===== config.mk =====
export PLATFORM = sky130hd
export DESIGN_NAME = peri_bus_arbiter
export DESIGN_NICKNAME = d
export VERILOG_FILES = /design/src/rtl/peri_arb_pkg.sv /design/src/rtl/peri_arb_id_fifo.sv /design/src/rtl/peri_bus_arbiter.sv
export SDC_FILE = /design/constraint.sdc
export NUM_CORES = 1
export LEC_CHECK = 0
export ABC_AREA = 1
export BUFFER_PORTS_ARGS = -buffer_cell sky130_fd_sc_hd__buf_2
export CAP_MARGIN = 0
export CORE_AREA = 2 2 108 110
export CTS_BUF_LIST = sky130_fd_sc_hd__clkbuf_8 sky130_fd_sc_hd__clkbuf_16
export DETAILED_ROUTE_END_ITERATION = 8
export DIE_AREA = 0 0 110 112
export PLACE_DENSITY = 0.48
export SYNTH_ARGS = -nofsm -noshare
export SYNTH_HDL_FRONTEND = slang
export SYNTH_SLANG_ARGS = --single-unit

===== constraint.sdc =====
create_clock -name clk -period 1.8 [get_ports clk]
set_input_delay 0.54 -clock clk [delete_from_list [all_inputs] [get_ports clk]]
set_output_delay 0.54 -clock clk [all_outputs]
set_load 0.02 [all_outputs]

===== src/rtl/peri_arb_pkg.sv =====
// Shared types and helpers for the peripheral bus arbiter.
// Holds the FSM state type, bus field widths and the round-robin picker.
package peri_arb_pkg;

    typedef enum logic {
        ARB  = 1'b0,
        HOLD = 1'b1
    } arb_state_e;

    localparam int PERI_DW  = 32;
    localparam int PERI_AW  = 32;
    localparam int PERI_BEW = 4;

    // Widest host count the picker handles; hosts above num_host are ignored.
    localparam int MAX_HOST   = 4;
    localparam int HOST_IDX_W = 2;

    typedef struct packed {
        logic                  valid;
        logic [HOST_IDX_W-1:0] idx;
    } rr_pick_t;

    // First requesting host when scanning ptr, ptr+1, ... modulo num_host.
    function automatic rr_pick_t rr_pick(input logic [MAX_HOST-1:0]   req,
                                         input logic [HOST_IDX_W-1:0] ptr,
                                         input int                    num_host);
        rr_pick_t res;
        int       cand;
        res.valid = 1'b0;
        res.idx   = '0;
        for (int i = 0; i < MAX_HOST; i++) begin
            if (i < num_host && !res.valid) begin
                cand = (int'(ptr) + i) % num_host;
                if (req[cand]) begin
                    res.valid = 1'b1;
                    res.idx   = cand[HOST_IDX_W-1:0];
                end
            end
        end
        return res;
    endfunction

endpackage


===== src/rtl/peri_arb_id_fifo.sv =====
// In-order ID FIFO: remembers which host owns each granted-but-unanswered
// transaction. The head is read combinationally so a response can be routed
// in the same cycle it arrives. Pushes when full and pops when empty are
// ignored.
module peri_arb_id_fifo #(
    parameter  int DEPTH = 2,
    parameter  int WIDTH = 1,
    localparam int PTR_W = (DEPTH > 1) ? $clog2(DEPTH) : 1,
    localparam int CNT_W = $clog2(DEPTH + 1)
) (
    input  logic             clk,
    input  logic             rst_n,
    input  logic             push_i,
    input  logic [WIDTH-1:0] data_i,
    input  logic             pop_i,
    output logic             full_o,
    output logic             empty_o,
    output logic [CNT_W-1:0] count_o,
    output logic [WIDTH-1:0] head_o
);

    logic [WIDTH-1:0] mem_q [DEPTH];
    logic [PTR_W-1:0] wr_ptr_q;
    logic [PTR_W-1:0] rd_ptr_q;
    logic [CNT_W-1:0] count_q;
    logic             push_ok;
    logic             pop_ok;

    function automatic logic [PTR_W-1:0] ptr_inc(input logic [PTR_W-1:0] p);
        return (p == PTR_W'(DEPTH - 1)) ? '0 : p + 1'b1;
    endfunction

    assign full_o  = (count_q == CNT_W'(DEPTH));
    assign empty_o = (count_q == '0);
    assign count_o = count_q;
    assign head_o  = mem_q[rd_ptr_q];
    assign push_ok = push_i && !full_o;
    assign pop_ok  = pop_i && !empty_o;

    // Pointer and occupancy bookkeeping; push and pop may coincide.
    always_ff @(posedge clk) begin
        if (!rst_n) begin
            wr_ptr_q <= '0;
            rd_ptr_q <= '0;
            count_q  <= '0;
        end else begin
            if (push_ok) wr_ptr_q <= ptr_inc(wr_ptr_q);
            if (pop_ok)  rd_ptr_q <= ptr_inc(rd_ptr_q);
            case ({push_ok, pop_ok})
                2'b10:   count_q <= count_q + 1'b1;
                2'b01:   count_q <= count_q - 1'b1;
                default: count_q <= count_q;
            endcase
        end
    end

    // Storage write; contents need no reset since the count qualifies them.
    always_ff @(posedge clk) begin
        if (push_ok) mem_q[wr_ptr_q] <= data_i;
    end

endmodule


===== src/rtl/peri_bus_arbiter.sv =====
// Round-robin arbiter sharing the peripheral bus between NUM_HOST hosts.
// A presented-but-ungranted request is locked (HOLD) until granted; response
// routing uses an in-order ID FIFO. Optional sticky protocol error flag is
// built when PERI_ARB_ERR_CHECK_EN is defined.
module peri_bus_arbiter
    import peri_arb_pkg::*;
#(
    parameter  int NUM_HOST        = 2,
    parameter  int MAX_OUTSTANDING = 2,
    localparam int ID_W            = $clog2(NUM_HOST)
) (
    input  logic                         clk,
    input  logic                         rst_n,
    input  logic [NUM_HOST-1:0]          host_req,
    input  logic [NUM_HOST*PERI_AW-1:0]  host_addr,
    input  logic [NUM_HOST-1:0]          host_write,
    input  logic [NUM_HOST*PERI_BEW-1:0] host_be,
    input  logic [NUM_HOST*PERI_DW-1:0]  host_wdata,
    output logic [NUM_HOST-1:0]          host_gnt,
    output logic [NUM_HOST-1:0]          host_rvalid,
    output logic [PERI_DW-1:0]           host_rdata,
    output logic                         peri_req,
    output logic [PERI_AW-1:0]           peri_addr,
    output logic                         peri_write,
    output logic [PERI_BEW-1:0]          peri_be,
    output logic [PERI_DW-1:0]           peri_wdata,
    input  logic                         peri_gnt,
    input  logic                         peri_rvalid,
    input  logic [PERI_DW-1:0]           peri_rdata,
    output logic                         arb_err
);

    localparam int CNT_W = $clog2(MAX_OUTSTANDING + 1);

    logic [PERI_AW-1:0]  addr_a  [NUM_HOST];
    logic [PERI_BEW-1:0] be_a    [NUM_HOST];
    logic [PERI_DW-1:0]  wdata_a [NUM_HOST];

    arb_state_e          state_q, state_d;
    logic [ID_W-1:0]     rr_ptr_q, rr_ptr_d;
    logic [ID_W-1:0]     held_id_q, held_id_d;
    logic [ID_W-1:0]     sel_id;
    logic [ID_W-1:0]     win_id;
    rr_pick_t            pick;
    logic                issue;
    logic                push;
    logic                pop;
    logic                hold_drop;
    logic                fifo_full;
    logic                fifo_empty;
    logic [ID_W-1:0]     fifo_head;
    logic [CNT_W-1:0]    fifo_count_unused;

    function automatic logic [ID_W-1:0] wrap_inc(input logic [ID_W-1:0] id);
        return (id == ID_W'(NUM_HOST - 1)) ? '0 : id + 1'b1;
    endfunction

    // Split the flat per-host payload buses and build per-host grant/rvalid.
    generate
        for (genvar gi = 0; gi < NUM_HOST; gi++) begin : g_host
            assign addr_a[gi]      = host_addr[gi*PERI_AW +: PERI_AW];
            assign be_a[gi]        = host_be[gi*PERI_BEW +: PERI_BEW];
            assign wdata_a[gi]     = host_wdata[gi*PERI_DW +: PERI_DW];
            assign host_gnt[gi]    = push && (sel_id == ID_W'(gi));
            assign host_rvalid[gi] = pop && (fifo_head == ID_W'(gi));
        end
    endgenerate

    assign pick   = rr_pick(MAX_HOST'(host_req), HOST_IDX_W'(rr_ptr_q), NUM_HOST);
    assign win_id = ID_W'(pick.idx);

    // Arbitration state, round-robin pointer and locked host.
    always_ff @(posedge clk) begin
        if (!rst_n) begin
            state_q   <= ARB;
            rr_ptr_q  <= '0;
            held_id_q <= '0;
        end else begin
            state_q   <= state_d;
            rr_ptr_q  <= rr_ptr_d;
            held_id_q <= held_id_d;
        end
    end

    // Pick or hold the forwarded host; full only ever blocks a fresh pick.
    always_comb begin
        state_d   = state_q;
        rr_ptr_d  = rr_ptr_q;
        held_id_d = held_id_q;
        sel_id    = win_id;
        issue     = 1'b0;
        push      = 1'b0;
        hold_drop = 1'b0;
        unique case (state_q)
            ARB: begin
                sel_id = win_id;
                issue  = pick.valid && !fifo_full;
                if (issue) begin
                    if (peri_gnt) begin
                        push     = 1'b1;
                        rr_ptr_d = wrap_inc(win_id);
                    end else begin
                        held_id_d = win_id;
                        state_d   = HOLD;
                    end
                end
            end
            HOLD: begin
                sel_id = held_id_q;
                issue  = 1'b1;
                if (!host_req[held_id_q]) begin
                    hold_drop = 1'b1;
                    state_d   = ARB;
                end else if (peri_gnt) begin
                    push     = 1'b1;
                    rr_ptr_d = wrap_inc(held_id_q);
                    state_d  = ARB;
                end
            end
            default: state_d = ARB;
        endcase
    end

    assign peri_req   = issue;
    assign peri_addr  = issue ? addr_a[sel_id]     : '0;
    assign peri_write = issue ? host_write[sel_id] : 1'b0;
    assign peri_be    = issue ? be_a[sel_id]       : '0;
    assign peri_wdata = issue ? wdata_a[sel_id]    : '0;

    assign pop        = peri_rvalid && !fifo_empty;
    assign host_rdata = pop ? peri_rdata : '0;

    peri_arb_id_fifo #(
        .DEPTH (MAX_OUTSTANDING),
        .WIDTH (ID_W)
    ) u_id_fifo (
        .clk     (clk),
        .rst_n   (rst_n),
        .push_i  (push),
        .data_i  (sel_id),
        .pop_i   (pop),
        .full_o  (fifo_full),
        .empty_o (fifo_empty),
        .count_o (fifo_count_unused),
        .head_o  (fifo_head)
    );

`ifdef PERI_ARB_ERR_CHECK_EN
    logic arb_err_q;

    // Sticky flag: orphan response or a host abandoning a locked request.
    always_ff @(posedge clk) begin
        if (!rst_n) begin
            arb_err_q <= 1'b0;
        end else if ((peri_rvalid && fifo_empty) || hold_drop) begin
            arb_err_q <= 1'b1;
        end
    end

    assign arb_err = arb_err_q;
`else
    assign arb_err = 1'b0;
`endif

endmodule


==> results.md, run 1 <==
* Status: complete, but fails checks
* Failing checks: setup timing
* 1st-pass router iterations at 3
* Via count at 3668
* Via count of the first global-routing pass at 3603
* Power Dens Cells at 1090 nW/um2
* Most frequent cells in the layout: buf_2, nor2_2, buf_6
* Clock-pin slew on the worst setup and hold paths at 40 ps
* R2R depth at 10
* Layout cells sized above 1 at 0.853
* Worst-case clock buffer depth at 2
* Worst setup margin at -369 ps
* Final wirelength at 13200 um
* Global-route wire length before repair at 17400 um
* CP endpoint kind: output pin
* CTS Root Cell: clkbuf_16
* Synth Instances at 364
* Placed cells at 787
* Top Ports at 283
* Worst-case hold slack at 453 ps
* Final setup viols at 107
* Period utilization at 1.21
* Peak VDD IR at 0.687 mV
* Count of different cell masters after synthesis at 27
* M2 GR Usage at 0.352
* Busiest grt layer: met2
* DPL Wire Length at 7370 um
* Reg power frac at 0.053
* Hold Buf Count CTS at 0
* Pint at 3.31 mW
* Cts bufs inserted at 3
* Syn nets at 541
* Final Max Tran Viols at 0
* Yosys reg bits at 10
* Comb power frac at 0.885
* GRT Overall Usage at 0.181
* Worst R2R End: u_id_fifo.count_o[1]
* CP required at 1260 ps
* Mean Syn Cell Area at 5.01 um2
* Post-route insts no fill at 830
* Worst path arrival time at 1630 ps
* Mapped cell area at 1820 um2
* Sw frac at 0.479
* P_leak at 2.86 nW
* Skew-Pair Late Insertion Delay at 240 ps
* Antenna violations before repair at 0
* GRT overflow at 0
* Cell Rows at 39
* Hold Path End: u_id_fifo.rd_ptr_q
* Total inserted antenna cells at 0
* Clock sinks at 10
* Hold Crit Depth at 1
* RSZ-0062 raised after global routing: true
* Worst clock skew at 0.479 ps
* Vias per cell at 4.42
* CP Class: input pin to output pin
* Crit path max fanout at 8
* Met1 track demand over resource at 0.196
* Core ar. at 11200 um2
* Number of max-cap violations at 0
* # DRC at 0
* Leading cell type in the layout, fill and taps excluded: buf_2
* Achievable Freq at 0.461 GHz
* Fin crit period at 2170 ps
* Nets at 865
* WL/cell at 15.9 um
* YS warnings at 0
* DR iter-0 viols at 93
* R2r setup slk at -60 ps
* H-tree depth at 1
* Die Width at 110 um
* Hold Vio Cnt, Final at 0
* Die Y at 112 um
* Clock Power Share at 0.062
* ANT nets after route at 0
* CTS tree: done
* Reg2reg start: state_q
* Largest net degree at the start of global routing at 27
* Port Buf Inserts at 281
* Initial Util at 0.163
* HP Start: u_id_fifo.rd_ptr_q
* Die area at 12300 um2
* GPL Wtd Cong at 0.830
* GR Util met3 at 0.0281
* Register area share after synthesis at 0.121
* Area Overhead vs Synth at 219%
* Net Sw Power at 3.04 mW
* Critical Path Start Type: input pin
* Worst Hold Class: flip-flop to flip-flop
-- sequential cells by signal (all words and copies together) (netlist names), named ones only --
signal and flops:
rr_ptr_q 1, u_id_fifo.wr_ptr_q 1, u_id_fifo.rd_ptr_q 1, u_id_fifo.mem_q 2, u_id_fifo.count_o 2, state_q 1
held_id_q 1
-- synthesized netlist by cell type, drive strengths merged --
| master | n | share of area |
|---|---|---|
| dfxtp | 8 | 0.088 |
| a21oi | 5 | 0.016 |
| nand3 | 4 | 0.014 |
| nor3 | 1 | 0.0027 |
| nand4 | 1 | 0.012 |
| nor2 | 180 | 0.37 |
| xor2 | 1 | 0.0048 |
| conb | 1 | 0.0021 |
| and3 | 1 | 0.0034 |
| inv | 45 | 0.093 |
| buf | 25 | 0.095 |
| o21ai | 74 | 0.21 |
| edfxtp | 2 | 0.033 |
| a31oi | 1 | 0.0034 |
| ha | 1 | 0.0069 |
| nand2 | 14 | 0.047 |
-- cell families (layout without fill, tap and decap cells) --
group,after synthesis,count (layout),synth area share
AOI/OAI and AO/OA,80,80,0.224
other,1,1,0.00206
adders and majority gates,1,1,0.00686
buffers and inverters,70,391,0.188
DFF,10,10,0.121
xor gates and xnor gates,1,1,0.00480
and+or+nand+nor,201,203,0.453
-- per-layer routing --
metal  wire, um  up-vias  part of all wire
li1           -     1776                 -
met1       4720     1711              0.36
met2       7510      164              0.57
met3        769       17             0.058
met4        233        0             0.018
met5          0        -                 0
-- cell type report --
class                      instances  area, um2
fill                            1029       5350
multi-input combinational        286       2230
clock buffer                       3       75.1
timing repair buffer             342       2920
tap                              143        179
sequential                        10        224
clock inverter                     1       3.75
inverter                          45        184
-- timing repair --
item / in CTS / in global routing
hold endpoints to repair: 0 / 0
setup endpoints to repair: 107 / 108
pin swaps: 17 / 17
setup buffers: 12 / 8
gates cloned: 13 / 9
gates resized for setup: 288 / 182
-- critical path, stage by stage --
cell	delay, ps
buf_8	80
inv_6	30
a21oi_4	140
nand2_4	80
nand2_8	120
buf_6	140
buf_12	160
o21ai_2	60
nor2_2	130
buf_6	130
-- power by group through the flow --
stage	clock network (mW)	registers, mW	logic (mW)
after global placement	0	0.329	3.15
after detailed placement	0	0.330	3.18
after CTS	0.405	0.337	4.73
after global routing	0.414	0.347	5.94
after floorplan	0	0.339	2.10
final	0.395	0.338	5.62
-- worst max-delay path by stage --
stage | from | endpoint | slack [ps] | depth (start not counted)
global placement | host_req[0] | peri_wdata[24] | -400 | 9
global route | host_req[1] | peri_addr[23] | -420 | 10
CTS | host_req[0] | peri_addr[28] | -330 | 11
floorplan | host_req[1] | peri_addr[10] | -80 | 7
finish | host_req[1] | peri_addr[23] | -370 | 10
detailed placement | host_req[0] | peri_wdata[24] | -420 | 9
-- per-stage QoR --
stage	setup slack, ps	setup TNS [ps]	utilization	power [mW]	instance area (um2)
floorplan	-83.9	-4820	-	2.44	2080
global placement	-400	-25440	0.332	3.48	3710
detailed placement	-421	-27540	0.332	3.51	3710
CTS	-334	-24930	0.447	5.47	5000
global route	-418	-30850	0.521	6.70	5820
finish	-369	-25540	0.521	6.35	5820
(Power assumes the default switching activity.)
==> run 2: changes to the inputs <==
Settings changed: SETUP_SLACK_MARGIN from default to 0.3.
==> run 2 against run 1 <==
The run still ends with setup timing left. Worst hold slack improved by 49 ps. Die area unchanged. Clock skew increased by 4.9 ps. Flip-flop and latch count unchanged. Setup slack improved by 27 ps. Wire length decreased by 15%. Critical path type unchanged.
==> results.md, run 2 (same netlist as run 1, synthesis figures left out) <==
* CP peak stage delay at 150 ps (about the same)
* Initial Util at 0.163 (unchanged)
* RSZ-0062 raised after global routing: true
* P_leak at 2.80 nW (-1.8%)
* Worst-case clock buffer depth at 2 (unchanged)
* DPL Wire Length at 7710 um (+4.6%)
* Placed cells at 791 (+0.51%)
* Status: complete, but fails checks
* Final wirelength at 11200 um (-15%)
* Die area at 12300 um2 (unchanged)
* WL met2 at 6470 um (-14%)
* Peak VDD IR at 0.635 mV (-7.6%)
* Total inserted antenna cells at 0 (unchanged)
* Via count at 3562 (-2.9%)
* Number of max-cap violations at 0 (unchanged)
* Achievable Freq at 0.467 GHz (+1.3%)
* Die Y at 112 um (unchanged)
* Skew-Pair Late Insertion Delay at 240 ps (about the same)
* GRT Overall Usage at 0.163 (-0.0174)
* GPL Wtd Cong at 0.825 (-0.69%)
* Vias per cell at 4.28 (-3.1%)
* Cts bufs inserted at 3 (unchanged)
* 1st-pass router iterations at 4 (+1)
* Cell Rows at 39 (unchanged)
* Top Ports at 283 (unchanged)
* Area Overhead vs Synth at 213%
* Hold Crit Depth at 1 (unchanged)
* CP Cell Sequence: buf_12, inv_12, a21oi_4, nand2_2, nand2_8, buf_12, clkbuf_16, o21ai_2, nor2_2, buf_6
* CTS Root Cell: clkbuf_16
* Register area at 225 um2 (+0.56%)
* Worst clock skew at 5.39 ps (+4.91 ps)
* Hold Buf Count CTS at 0 (unchanged)
* CP Class: input pin to output pin
* CTS tree: done
* Leading cell type in the layout, fill and taps excluded: buf_2
* Nets at 867 (+0.23%)
* Global-route wire length before repair at 16000 um (-7.8%)
* Multi-input logic area at 2180 um2 (-2.3%)
* Failing checks: setup timing
* Die Width at 110 um (unchanged)
* Power Dens Cells at 1070 nW/um2 (-2.2%)
* Period utilization at 1.19 (-0.0151)
* Worst Hold Class: flip-flop to flip-flop
* H-tree depth at 1 (unchanged)
* DR iter-0 viols at 113 (+22%)
* Highest routed layer: met4
* Metal3 WL at 699 um (-9.1%)
* Post-route insts no fill at 832 (+0.24%)
* M1 WL at 3950 um (-16%)
* Fin crit period at 2140 ps (-27.3 ps)
* WL/cell at 13.5 um (-16%)
* Hold Vio Cnt, Final at 0 (unchanged)
* Slowest CP cell: buf_12
* Worst setup margin at -342 ps (+27.3 ps)
* Design Power at 6.09 mW (-4.1%)
* Final Max Tran Viols at 0 (unchanged)
* Clock sinks at 10 (unchanged)
* R2R depth at 11 (+1)
* Largest net degree at the start of global routing at 24 (-11%)
* Layout cells sized above 1 at 0.823 (-0.0301)
* CP required at 1260 ps (about the same)
* ANT nets after route at 0 (unchanged)
* Fill cells at 1048 (+1.8%)
* GRT overflow at 0 (unchanged)
* Core ar. at 11200 um2 (unchanged)
* Critical Path Start Type: input pin
* Antenna violations before repair at 0 (unchanged)
* Most frequent cells in the layout: buf_2, nor2_2, buf_6
* Port Buf Inserts at 281 (unchanged)
* # DRC at 0 (unchanged)
* Crit path max fanout at 5 (-3)
* Worst path arrival time at 1600 ps (-30 ps)
* Clock-pin slew on the worst setup and hold paths at 40 ps (about the same)
* Via count of the first global-routing pass at 3476 (-3.5%)
* CP endpoint kind: output pin
* CP most frequent cell: buf_12
* Final setup viols at 107 (unchanged)
run 2: cell types whose count changed in the layout (fill, tap and decap cells not counted), moves of 5 or more:
cell and delta:
o21ai_1 +12, o21ai_0 +17, nor2_4 +12, nor2_1 -11, buf_6 -24, buf_8 -6, buf_12 +5, o21ai_2 -29
buf_2 +7, buf_4 +20
run 2: per-layer routing:
metal,vias up,GRT usage
met5,-,0
met4,0,0.0211
met3,8,0.0222
met2,163,0.344
met1,1609,0.166
li1,1782,-
run 2: critical path: cells and delay by family:
family,cells,cell delay [ps]
buf+inv,5,540
simple gates,3,350
compound gates,2,170
run 2: final timing paths:
check                            start                    to  slack (ps)
setup / recovery           host_req[1]         peri_wdata[9]        -340
hold reg to reg     u_id_fifo.rd_ptr_q             flip-flop         500
hold / removal      u_id_fifo.rd_ptr_q             flip-flop         500
setup reg to reg  u_id_fifo.count_o[0]  u_id_fifo.count_o[1]         -60
run 2: power by group:
group	internal, mW	total (mW)	switching, mW
sequential	0.299	0.344	0.0451
combinational	2.61	5.35	2.74
clock	0.291	0.391	0.100
run 2: cell type report:
| type | instances | area share |
|---|---|---|
| repair buffers | 344 | 0.500 |
| multi-input cells | 286 | 0.382 |
| flip-flops and latches | 10 | 0.0395 |
| inverters | 45 | 0.0335 |
| well taps | 143 | 0.0313 |
| clock buffers | 3 | 0.0132 |
| clock inverters | 1 | 0.000658 |
run 2: stage by stage:
step | setup WS [ps] | utilization | hold slack, ps | instance area (um2) | setup TNS [ps]
finish | -342 | 0.511 | 502 | 5710 | -26350
global route | -379 | 0.511 | 557 | 5710 | -31360
CTS | -366 | 0.468 | 451 | 5230 | -26470
detailed placement | -440 | 0.372 | 448 | 4150 | -28850
global placement | -415 | 0.372 | 435 | 4150 | -27420
floorplan | -55.3 | - | 425 | 2450 | -2640
run 2: repair_timing:
item	4_1_cts	5_1_grt
pin swaps	5	14
resized for setup	236	89
endpoints found under the setup margin	111	111
cloned	10	6
setup buffers	14	7
==> run 3: changes to the inputs <==
Settings changed: CAP_MARGIN 0 to default, CORE_AREA 2 2 108 110 to 2 2 110 112, DIE_AREA 0 0 110 112 to 0 0 112 114, PLACE_DENSITY 0.48 to 0.46.
==> run 3 against run 2 <==
The flow still finishes with violations (setup timing). Non-clock buffer count shrank 2. Combinational power barely moved. Final cell count up 0.24%. Register-to-register slack improved by 130 ps. First-iteration DRC count decreased by 42%. Largest power group unchanged.
==> results.md, run 3 (same netlist as run 1, synthesis figures left out) <==
* GPL Wtd Cong at 0.753 (-8.7%)
* Final setup viols at 105 (-1.9%)
* Period utilization at 1.22 (+0.0296)
* Area Overhead vs Synth at 226%
* 1st-pass router iterations at 4 (unchanged)
* Fin crit period at 2190 ps (+53.2 ps)
* ANT nets after route at 0 (unchanged)
* Cell Rows at 40 (+2.6%)
* DR iter-0 viols at 65 (-42%)
* Core ar. at 11700 um2 (+4.8%)
* Worst setup path startpoint: host_req[0]
* Worst setup margin at -395 ps (-53.2 ps)
* CP Class: input pin to output pin
* Status: complete, but fails checks
* CP endpoint kind: output pin
* Layout cells sized above 1 at 0.811 (-0.0122)
* HP Start: u_id_fifo.rd_ptr_q
* R2r setup slk at 70 ps (+130 ps)
* Hold Buf Count CTS at 0 (unchanged)
* Reg2reg start: state_q
* Clock sinks at 10 (unchanged)
* Initial Util at 0.156 (-0.00748)
* Total inserted antenna cells at 0 (unchanged)
* Clock-pin slew on the worst setup and hold paths at 40 ps (about the same)
* # DRC at 0 (unchanged)
* Dpl ws at -486 ps (-46.2 ps)
* CP required at 1260 ps (about the same)
* Most frequent cells in the layout: buf_2, buf_6, nor2_4
* Top Ports at 283 (unchanged)
* Die Width at 112 um (+1.8%)
* CTS Root Cell: clkbuf_16
* Vias per cell at 4.33 (+1.1%)
* Worst clock skew at 1.21 ps (-4.19 ps)
* Peak VDD IR at 0.680 mV (+7.2%)
* H-tree depth at 1 (unchanged)
* Via count at 3611 (+1.4%)
* Nets at 865 (-0.23%)
* Worst-case hold slack at 451 ps (-51.7 ps)
* RSZ-0062 raised after global routing: true
* Largest net degree at the start of global routing at 29 (+21%)
* Final Max Tran Viols at 0 (unchanged)
* WL/cell at 14.1 um (+4.8%)
* Leading cell type in the layout, fill and taps excluded: buf_2
* Port Buf Inserts at 281 (unchanged)
* Skew-Pair Late Insertion Delay at 240 ps (about the same)
* DPL Wire Length at 7530 um (-2.4%)
* Die area at 12800 um2 (+3.6%)
* Worst path arrival time at 1650 ps (+50 ps)
* Final wirelength at 11800 um (+5.0%)
* Cts bufs inserted at 3 (unchanged)
* Number of max-cap violations at 0 (unchanged)
* Worst-case clock buffer depth at 2 (unchanged)
* Die Y at 114 um (+1.8%)
* Global-route wire length before repair at 15500 um (-3.6%)
* Failing checks: setup timing
* GRT overflow at 0 (unchanged)
* Worst Hold Class: flip-flop to flip-flop
* Power Dens Cells at 1020 nW/um2 (-4.1%)
* R2R depth at 11 (unchanged)
* Via count of the first global-routing pass at 3348 (-3.7%)
* Crit path max fanout at 11 (+6)
* GRT Overall Usage at 0.148 (-0.0156)
* P_leak at 2.81 nW (+0.34%)
* Setup tns final at -26270 ps (+82.4 ps)
* CP endpoint: peri_addr[23]
* Hold Vio Cnt, Final at 0 (unchanged)
* CTS tree: done
* Fill cells at 1096 (+4.6%)
* Achievable Freq at 0.456 GHz (-2.4%)
* Worst R2R End: u_id_fifo.count_o[1]
* Antenna violations before repair at 0 (unchanged)
* Critical Path Start Type: input pin
-- run 3: area by class of cell --
class                   instances  area (um2)  area share
multi-input cells             286        2360       0.397
repair buffers                342        2910       0.488
flip-flops and latches         10         224      0.0376
inverters                      45         200      0.0336
clock buffers                   3        75.1      0.0126
well taps                     147         184      0.0309
clock inverters                 1        3.75    0.000630
-- run 3: where the power goes --
group | leakage [nW] | internal (mW) | total, mW | switching, mW
Combinational | 2.69 | 2.57 | 5.36 | 2.79
Sequential | 0.0859 | 0.298 | 0.340 | 0.0419
Clock | 0.0423 | 0.291 | 0.394 | 0.103
Total | 2.81 | 3.16 | 6.09 | 2.93
-- run 3: how the worst min path moves through the flow --
stage | endpoint | cells after the start
floorplan | flip-flop | 1
global placement | u_id_fifo.rd_ptr_q | 1
detailed placement | u_id_fifo.rd_ptr_q | 1
CTS | u_id_fifo.rd_ptr_q | 1
global route | u_id_fifo.rd_ptr_q | 1
finish | u_id_fifo.rd_ptr_q | 1
-- run 3: worst max-delay path, stage by stage --
cell	delay, ps
buf_6	100
a21oi_4	170
nand2_4	80
nand2_8	90
buf_12	120
inv_16	60
buf_16	170
nor2_2	100
nor2_2	50
buf_4	150
-- run 3: timing repair --
action                                  4_1_cts  5_1_grt
cloned                                        7       10
endpoints found under the setup margin      111      111
pin swaps                                     4       13
buffers inserted                              4       11
resized for setup                           181      204
-- run 3: per-layer routing --
metal / GRT usage / routed length, um / vias to the layer above
met5: 0 / 0 / -
met4: 0.0350 / 167 / 0
li1: - / - / 1771
met3: 0.0228 / 751 / 13
met2: 0.296 / 6570 / 173
met1: 0.162 / 4270 / 1654
-- run 3: stage by stage --
stage                      util  instance area (um2)  total power, mW  instances
after floorplan               -                 2450             2.77        364
after global placement    0.354                 4140             3.89        798
after detailed placement  0.354                 4140             3.91        798
after CTS                 0.422                 4940             5.00        813
after global routing      0.509                 5960             6.45        834
final                     0.509                 5960             6.09        834
